## src/rtl/riscv_pkg.sv

```systemverilog
// Shared encodings for the execute-stage M-extension unit: funct3 opcodes,
// FSM states and divider sizing.
package riscv_pkg;

   typedef enum logic [2:0] {
      OP_MUL    = 3'd0,
      OP_MULH   = 3'd1,
      OP_MULHSU = 3'd2,
      OP_MULHU  = 3'd3,
      OP_DIV    = 3'd4,
      OP_DIVU   = 3'd5,
      OP_REM    = 3'd6,
      OP_REMU   = 3'd7
   } op_e;

   typedef enum logic [1:0] {
      ST_IDLE = 2'd0,
      ST_MUL  = 2'd1,
      ST_DIV  = 2'd2,
      ST_DONE = 2'd3
   } state_e;

   localparam int unsigned XLEN      = 32;
   localparam int unsigned DIV_ITERS = 32;

   // Divide and remainder ops share funct3[2]; unsigned variants have funct3[0] set.
   function automatic logic op_is_signed_div(input logic [2:0] op);
      return op[2] & ~op[0];
   endfunction

endpackage

```

## src/rtl/muldiv_div_core.sv

```systemverilog
// Radix-2 restoring divider on operand magnitudes; fixed 32 iterations, with
// sign correction and divide-by-zero handling applied to the final step.
module muldiv_div_core
   import riscv_pkg::*;
(
   input  logic            clk_i,
   input  logic            rst_ni,
   input  logic            start_i,
   input  logic [XLEN-1:0] dividend_i,
   input  logic [XLEN-1:0] divisor_i,
   input  logic            signed_i,
   output logic            done_o,
   output logic [XLEN-1:0] quotient_o,
   output logic [XLEN-1:0] remainder_o
);

   logic [5:0]      cnt_q, cnt_d;
   logic [XLEN-1:0] dq_q, dq_d, rem_q, rem_d, dvs_q, dvs_d;
   logic            neg_quo_q, neg_quo_d, neg_rem_q, neg_rem_d;
   logic [XLEN:0]   partial;
   logic [XLEN+1:0] diff;
   logic            q_bit;
   logic [XLEN-1:0] rem_step, dq_step;
   logic            unused_diff;

   always_ff @(posedge clk_i or negedge rst_ni) begin
      if (!rst_ni) begin
         cnt_q     <= '0;
         dq_q      <= '0;
         rem_q     <= '0;
         dvs_q     <= '0;
         neg_quo_q <= 1'b0;
         neg_rem_q <= 1'b0;
      end else begin
         cnt_q     <= cnt_d;
         dq_q      <= dq_d;
         rem_q     <= rem_d;
         dvs_q     <= dvs_d;
         neg_quo_q <= neg_quo_d;
         neg_rem_q <= neg_rem_d;
      end
   end

   // dq_q shifts dividend bits out of the top while quotient bits enter the bottom.
   always_comb begin
      partial   = {rem_q, dq_q[XLEN-1]};
      diff      = {1'b0, partial} - {2'b00, dvs_q};
      q_bit     = ~diff[XLEN+1];
      rem_step  = q_bit ? diff[XLEN-1:0] : partial[XLEN-1:0];
      dq_step   = {dq_q[XLEN-2:0], q_bit};
      cnt_d     = cnt_q;
      dq_d      = dq_q;
      rem_d     = rem_q;
      dvs_d     = dvs_q;
      neg_quo_d = neg_quo_q;
      neg_rem_d = neg_rem_q;
      if (start_i) begin
         cnt_d     = 6'(DIV_ITERS);
         rem_d     = '0;
         dq_d      = (signed_i && dividend_i[XLEN-1]) ? -dividend_i : dividend_i;
         dvs_d     = (signed_i && divisor_i[XLEN-1]) ? -divisor_i : divisor_i;
         // A zero divisor leaves the all-ones quotient un-negated.
         neg_quo_d = signed_i && (dividend_i[XLEN-1] ^ divisor_i[XLEN-1]) && (divisor_i != '0);
         neg_rem_d = signed_i && dividend_i[XLEN-1];
      end else if (cnt_q != 6'd0) begin
         cnt_d = cnt_q - 6'd1;
         rem_d = rem_step;
         dq_d  = dq_step;
      end
   end

   assign unused_diff = diff[XLEN];
   assign done_o      = (cnt_q == 6'd1);
   assign quotient_o  = neg_quo_q ? -dq_step : dq_step;
   assign remainder_o = neg_rem_q ? -rem_step : rem_step;

endmodule

```

## src/rtl/exe_muldiv.sv

```systemverilog
// Execute-stage RISC-V M-extension unit: 2-cycle multiply, 33-cycle iterative
// divide, stalling the upstream stages while busy.
module exe_muldiv
   import riscv_pkg::*;
(
   input  logic            clk_i,
   input  logic            rst_ni,
   input  logic            start_i,
   input  logic [2:0]      op_i,
   input  logic [XLEN-1:0] ra_i,
   input  logic [XLEN-1:0] rb_i,
   input  logic [4:0]      rd_i,
   input  logic            flush_i,
   output logic            stall_o,
   output logic            valid_o,
   output logic [XLEN-1:0] result_o,
   output logic [4:0]      rd_o
);

   // Handshake: start_i is taken only in IDLE (flush_i wins); stall_o holds the
   // upstream stage until the DONE cycle, where valid_o pulses once with the result.
   state_e            state_q, state_d;
   op_e               op_q, op_d;
   logic [XLEN-1:0]   ra_q, ra_d, rb_q, rb_d, result_q, result_d;
   logic [4:0]        rd_lat_q, rd_lat_d, rd_q, rd_d;
   logic              accept, load_res, div_done;
   logic [XLEN-1:0]   div_quo, div_rem, res_sel;
   logic signed [XLEN:0]     mul_a, mul_b;
   logic signed [2*XLEN+1:0] mul_p;
   logic              unused_mul_hi;

   assign accept = (state_q == ST_IDLE) && start_i && !flush_i;

   always_ff @(posedge clk_i or negedge rst_ni) begin
      if (!rst_ni) state_q <= ST_IDLE;
      else         state_q <= state_d;
   end

   always_comb begin
      state_d = state_q;
      case (state_q)
         ST_IDLE: if (accept) state_d = op_i[2] ? ST_DIV : ST_MUL;
         ST_MUL:  state_d = ST_DONE;
         ST_DIV:  if (div_done) state_d = ST_DONE;
         ST_DONE: state_d = ST_IDLE;
         default: state_d = ST_IDLE;
      endcase
      if (flush_i) state_d = ST_IDLE;
   end

   always_comb begin
      stall_o  = 1'b0;
      valid_o  = 1'b0;
      load_res = 1'b0;
      case (state_q)
         ST_IDLE: stall_o = accept;
         ST_MUL:  begin stall_o = 1'b1; load_res = !flush_i; end
         ST_DIV:  begin stall_o = 1'b1; load_res = div_done && !flush_i; end
         ST_DONE: valid_o = 1'b1;
         default: ;
      endcase
      stall_o = stall_o & rst_ni;
   end

   // One 33x33 signed multiply covers all four variants via the extension bit.
   always_comb begin
      mul_a = {((op_q == OP_MULH) || (op_q == OP_MULHSU)) & ra_q[XLEN-1], ra_q};
      mul_b = {(op_q == OP_MULH) & rb_q[XLEN-1], rb_q};
      mul_p = mul_a * mul_b;
      case (op_q)
         OP_MUL:                        res_sel = mul_p[XLEN-1:0];
         OP_MULH, OP_MULHSU, OP_MULHU:  res_sel = mul_p[2*XLEN-1:XLEN];
         OP_DIV, OP_DIVU:               res_sel = div_quo;
         default:                       res_sel = div_rem;
      endcase
   end

   assign unused_mul_hi = ^mul_p[2*XLEN+1:2*XLEN];

   always_comb begin
      op_d     = accept ? op_e'(op_i) : op_q;
      ra_d     = accept ? ra_i : ra_q;
      rb_d     = accept ? rb_i : rb_q;
      rd_lat_d = accept ? rd_i : rd_lat_q;
      result_d = load_res ? res_sel : result_q;
      rd_d     = load_res ? rd_lat_q : rd_q;
   end

   always_ff @(posedge clk_i or negedge rst_ni) begin
      if (!rst_ni) begin
         op_q     <= OP_MUL;
         ra_q     <= '0;
         rb_q     <= '0;
         rd_lat_q <= '0;
         result_q <= '0;
         rd_q     <= '0;
      end else begin
         op_q     <= op_d;
         ra_q     <= ra_d;
         rb_q     <= rb_d;
         rd_lat_q <= rd_lat_d;
         result_q <= result_d;
         rd_q     <= rd_d;
      end
   end

   muldiv_div_core u_div (
      .clk_i       (clk_i),
      .rst_ni      (rst_ni),
      .start_i     (accept && op_i[2]),
      .dividend_i  (ra_i),
      .divisor_i   (rb_i),
      .signed_i    (op_is_signed_div(op_i)),
      .done_o      (div_done),
      .quotient_o  (div_quo),
      .remainder_o (div_rem)
   );

   assign result_o = result_q;
   assign rd_o     = rd_q;

endmodule
```

## config.mk

```make
export PLATFORM = sky130hd
export DESIGN_NAME = exe_muldiv
export DESIGN_NICKNAME = d
export VERILOG_FILES = /design/src/rtl/riscv_pkg.sv /design/src/rtl/muldiv_div_core.sv /design/src/rtl/exe_muldiv.sv
export SDC_FILE = /design/constraint.sdc
export NUM_CORES = 2
export LEC_CHECK = 0
export ABC_AREA = 1
export CAP_MARGIN = 20
export CORE_ASPECT_RATIO = 1.4
export CORE_MARGIN = 1.5
export CORE_UTILIZATION = 50
export CTS_BUF_LIST = sky130_fd_sc_hd__clkbuf_4 sky130_fd_sc_hd__clkbuf_8
export CTS_CLUSTER_DIAMETER = 80
export DETAILED_ROUTE_END_ITERATION = 7
export PLACE_DENSITY = 0.66
export SLEW_MARGIN = 0
export SYNTH_ARGS = -nofsm -noshare
export SYNTH_HDL_FRONTEND = slang
export SYNTH_HIERARCHICAL = 1
export SYNTH_SLANG_ARGS = --single-unit
```

## constraint.sdc

```tcl
create_clock -name clk_i -period 8.7 [get_ports clk_i]
set_input_delay 0.87 -clock clk_i [delete_from_list [all_inputs] [get_ports clk_i]]
set_output_delay 0.87 -clock clk_i [all_outputs]
set_load 0.05 [all_outputs]
```

After elaboration in Yosys (flattened, before gate mapping). Cells that the tools add are included.

Input bits: 76. Bits in registers: 215.

Bitwise gates (word level): 7. Muxes and demuxes: 20. $add $sub $neg: 6. Reductions and logical operators: 19. Eq/ne operators: 11. Multipliers: 1.

Operators by type and width (count): 32-bit 2-to-1 mux (9); 32-bit negation (4); 32-bit one-hot mux with 3 select lines (1); 33-bit by 33-bit multiplier with 64-bit output (1); 33-bit by 32-bit subtractor with 34-bit output (1); 32-bit nonzero test (1); 6-bit 2-to-1 mux (2); 1-bit logical AND (8); 2-bit 2-to-1 mux (4); 2-bit one-hot mux with 4 select lines (1); 3-bit by 2-bit equality test with 1-bit output (second input constant) (2); 3-bit equality test (second input constant) (2); 6-bit by 1-bit equality test with 1-bit output (second input constant) (1); 3-bit inequality test (second input constant) (2); 6-bit nonzero test (1); 6-bit by 1-bit subtractor with 6-bit output (second input constant) (1); 1-bit AND (4); 2-bit equality test (second input constant) (2); 1-bit one-hot mux with 2 select lines (2); 2-bit OR reduction (2); 3-bit by 1-bit equality test with 1-bit output (second input constant) (1); 3-bit logical NOT (1); 3-bit OR reduction (1); 2-bit by 1-bit equality test with 1-bit output (second input constant) (1); other kinds (8) (9).

Depth between registers and ports, before layout.
Depth after elaboration: 6. Gate-level depth with buffers: 39. Mapped depth without buffers: 38.

Cells and area by module. The synthesis kept the hierarchy.

By module, submodules not included: exe_muldiv (cells each 5584, instances 1, area each 44961.9 sq um); muldiv_div_core (cells each 1687, instances 1, area each 10362.4 sq um).

Least setup slack after synthesis. Ideal clock, no wire load.

Path type: register -> register. Start: reg op_q[1]. End: reg result_q[28] (netlist: result_o[28]). Required time: 8.582 ns. Stages on the path, launching flop included: 34. Library setup time: 0.118 ns. Arrival time: 7.569 ns. Clock period less this slack: 7.687 ns. Setup slack: 1.013 ns. Cells stage by stage: dfrtp_1 > buf_6 > inv_2 > nand3_4 > nand2_8 > nand2_1 > inv_1 > clkbuf_1 > nand2_1 > fa_1 > fa_1 > fa_1 > fa_1 > inv_1 > fa_1 > fa_1 > fa_1 > inv_1 > fa_1 > inv_1 > ha_1 > nand2_1 > nor2_1 > inv_1 > nor2_1 > inv_1 > nor3_1 > o21ai_0 > nand3_1 > nand2_1 > nand3_1 > nand2_1 > nand2_1 > nand2_1.

Cells in the longest elaborated chain, start to end: 5. Elaborated cells between the ends (all ways): 13.

Ends and longest elaborated chain: start: declaration (line exe_muldiv.sv:23) `op_e op_q, op_d;`; start signal: assignment (line exe_muldiv.sv:98) `op_q <= op_d;`; 3-bit by 1-bit equality test with 1-bit output / 3-bit by 2-bit equality test with 1-bit output (equally long branches) (line exe_muldiv.sv:67, exe_muldiv.sv:68, exe_muldiv.sv:70); 1-bit logical OR (line exe_muldiv.sv:67) `mul_a = {((op_q == OP_MULH) || (op_q == OP_MULHSU)) & ra_q[XLEN-1], ra_q};`; 1-bit AND (line exe_muldiv.sv:67); 33-bit by 33-bit multiplier with 64-bit output (line exe_muldiv.sv:69) `mul_p = mul_a * mul_b;`; 32-bit one-hot mux with 3 select lines (*) (line exe_muldiv.sv:70) `case (op_q)`; end signal: assignment (line exe_muldiv.sv:102) `result_q <= result_d;`; end: declaration (line exe_muldiv.sv:24) `logic [XLEN-1:0] ra_q, ra_d, rb_q, rb_d, result_q, result_d;`.

Mark *: on every way between the ends. The rest lies on a longest branch, timed or not. A chain may end at the register's enable or synchronous reset.

Final worst setup path.
Start: reg ra_q[19]. End: reg result_q[17] (netlist: result_o[17]).

Cells in the longest elaborated chain, start to end: 2.

Ends and longest elaborated chain: start: declaration (line exe_muldiv.sv:24); start signal: assignment (line exe_muldiv.sv:99) `ra_q <= ra_d;`; 33-bit by 33-bit multiplier with 64-bit output (line exe_muldiv.sv:69); 32-bit one-hot mux with 3 select lines (line exe_muldiv.sv:70).

Every way passes these cells.

==> results.cfg <==
[yosys]
synthAdderAreaFrac_pct = 46.5
yosys_register_bits = 215
synth_top_family_by_area = adder cells
synthSimpleGateAreaFrac_pct = 21.0
seq_area_frac_synth_pct = 9.72
async_flop_share_pct = 100
mappedNetlistArea_sq_mm = 0.0553
synth_top_flop_cell = dfrtp_1
synth.distinct_cells = 59
netlist.area_leader.share_pct = 40.7
syn_nets = 8727
synth_xor_area_share_pct = 1.76
synthTopCellsByCount = nand2_1 (2,033), inv_1 (1,861), fa_1 (1,126)
synth_compound_area_share_pct = 4.47
yosysWarnings = 6
synth.most_common_cell = nand2_1
synth_mux_area_share_pct = 1.38
synthTopCellsByArea = fa_1 (41%), nand2_1 (14%), inv_1 (13%)
synth_area_leader_cell = fa_1
netlist_instances = 7271
avgSynthCellArea_sq_um = 7.61
synth_edf_count = 0

[routing]
routed.top_layer = met5
wl_met1_mm = 67.4
wire_per_inst_um = 21.5
wl_mm = 188
via_per_inst = 5.39
dr_wl_met2_mm = 95.1
vias = 47151
drt-pass1-iter-count = 8
antenna_left = 0
drt_drc_violations_left = 0
dr_wl_met3_mm = 10.6
drt_iter0_drc = 3207

[setup_path]
cp-endpoint = result_o[17]
path_class = flip-flop to flip-flop
cp_max_fo = 16
required_ps = 9290
reg2reg_depth = 27
cp-start-kind = flip-flop
r2r_slack_ps = 290
crit_arrival_ps = 9000
critPathLaunch = ra_q[19]
r2r-end = result_o[17]
critPathCaptureType = flip-flop
crit-reg2reg-launch = ra_q[19]

[place]
io_buffers = 114
gp_congestion = 1.04
post-dp-hpwl_mm = 162

[clock_tree]
cts.sinks = 215
path_clk_slew_ps = 70
cts_tree = yes
ctsRootBufferMaster = clkbuf_8
numCtsBuffers = 42
insertion_delay_ps = 730
h-tree-depth = 2
clock_path_buffers = 3
ctsHoldBuffers = 0

[timing]
setup_viol_count_final = 0
tightest_slew_ps = 1040
finalMaxSlewViolations = 0
slew_headroom_pct = 30.8
finClkSkew_ps = 94.7
hold_violations = 0
period_needed_ps = 8410
tns_ps = 0
rsz0062_at_grt = no
post-route-period-util_pct = 96.7
fmax_ghz = 0.119

[floorplanning]
coreArea_sq_mm = 0.110
die_area_sq_mm = 0.113
die_h_um = 397
ios = 115
rows = 144
chipWidth_um = 284
start_util_pct = 50.3

[layout]
multiInputGateArea_sq_mm = 0.0416
area_growth_syn_to_layout_pct = 7.18
seqCellArea_sq_mm = 0.00538
drive_gt1_share_pct = 5.82
fillCellCount = 10707
post-route-util_pct = 54.0
fin_nets = 8709

[global_routing]
grt_pass1_vias = 50550
track_usage_pct = 34.4
grt_pass1_wl_mm = 292
antenna_found_initial = 7
grt_overflow = 0
grt_max_degree = 81

[run]
cap_violations = 0

[status]
outcome = complete, no violations

[min_path]
hold_class = input port to async pin
-- area by class of cell --
cell class                      instances  area share, %
Timing Repair inverter                  1         0.0127
Antenna cell                            4         0.0169
Clock inverter                         17          0.399
Timing Repair Buffer                  271           4.08
Inverter                             1880           11.9
Multi-Input combinational cell       4842           70.1
Clock buffer                           58           1.29
Tap cell                             1460           3.08
Sequential cell                       215           9.08
-- metrics by stage --
step / setup WS (ps) / area, sq um / hold WS (ps) / cells
floorplan: 1010 / 55300 / 444 / 7271
global placement: 240 / 58200 / 457 / 8665
detailed placement: 193 / 58200 / 464 / 8665
CTS: 83.0 / 59200 / 137 / 8740
global route: 25.2 / 59300 / 174 / 8745
finish: 287 / 59300 / 154 / 8748
-- placed cells by master, fill, tap and decap left out, types with 50 or more instances in the layout --
cell type	instances
nor2_1	376
clkdlybuf4s50_1	113
xor2_1	84
ha_1	252
inv_1	1860
nand4_1	50
buf_4	150
nand2_1	2032
clkbuf_8	53
fa_1	1122
o21ai_0	195
nand3_1	224
mux2_2	68
dfrtp_1	213
a21oi_1	136
-- how the worst min path moves through the flow --
stage	slack, ps	cells past startpoint	startpoint	end
finish	150	1	rst_ni	u_div/dvs_q[16]
global route	170	1	rst_ni	u_div/dq_q[14]
global placement	460	2	rd_lat_q[2]	rd_o[2]
floorplan	440	2	rd_lat_q[0]	rd_o[0]
CTS	140	1	rst_ni	u_div/dq_q[14]
detailed placement	460	2	rd_lat_q[3]	rd_o[3]
-- routing by layer --
layer	vias up	GRT usage, %
met5	-	0
met4	2	23.2
met3	604	4.06
met2	1743	61.2
met1	23830	38.7
li1	20972	-
-- flip-flops by register name, indices dropped and copies added, names as in the netlist --
signal           cells
ra_q                32
rb_q                32
result_o            32
u_div/dq_q          32
u_div/dvs_q         32
u_div/rem_q         32
u_div/cnt_q          6
rd_lat_q             5
rd_o                 5
op_q                 3
state_q              2
u_div/neg_quo_q      1
u_div/neg_rem_q      1
-- what timing repair did --
action	in CTS	in global routing
buffers inserted	0	2
gates resized for setup	0	10
endpoints found under the setup margin	0	13
-- critical path: stages, from the launching register on --
cell,delay [ps]
dfrtp_1,1020
buf_4,330
nand2_1,90
fa_1,430
fa_1,510
inv_1,50
fa_1,500
fa_1,550
inv_1,50
fa_1,490
inv_1,50
fa_1,540
inv_1,60
fa_1,480
inv_1,60
fa_1,480
ha_1,390
a21oi_1,320
o21ai_0,260
a21oi_1,350
nor2_1,80
o21ai_1,420
nand3_1,150
nand2_1,80
nand3_1,240
nand3_1,170
nand2_1,60
nand2_1,50
-- kinds of logic (layout without fill, tap and decap cells) --
| logic type | after synthesis | after routing |
|---|---|---|
| simple gates | 2841 | 2841 |
| other cells | 0 | 4 |
| fa+ha+maj | 1380 | 1380 |
| compound gates | 442 | 442 |
| xor+xnor | 111 | 111 |
| flops | 215 | 215 |
| buf+inv | 2214 | 2227 |
| mux | 68 | 68 |
Power is not shown: default switching activity piles up to over one toggle a cycle in this logic, so the estimate is an artifact.
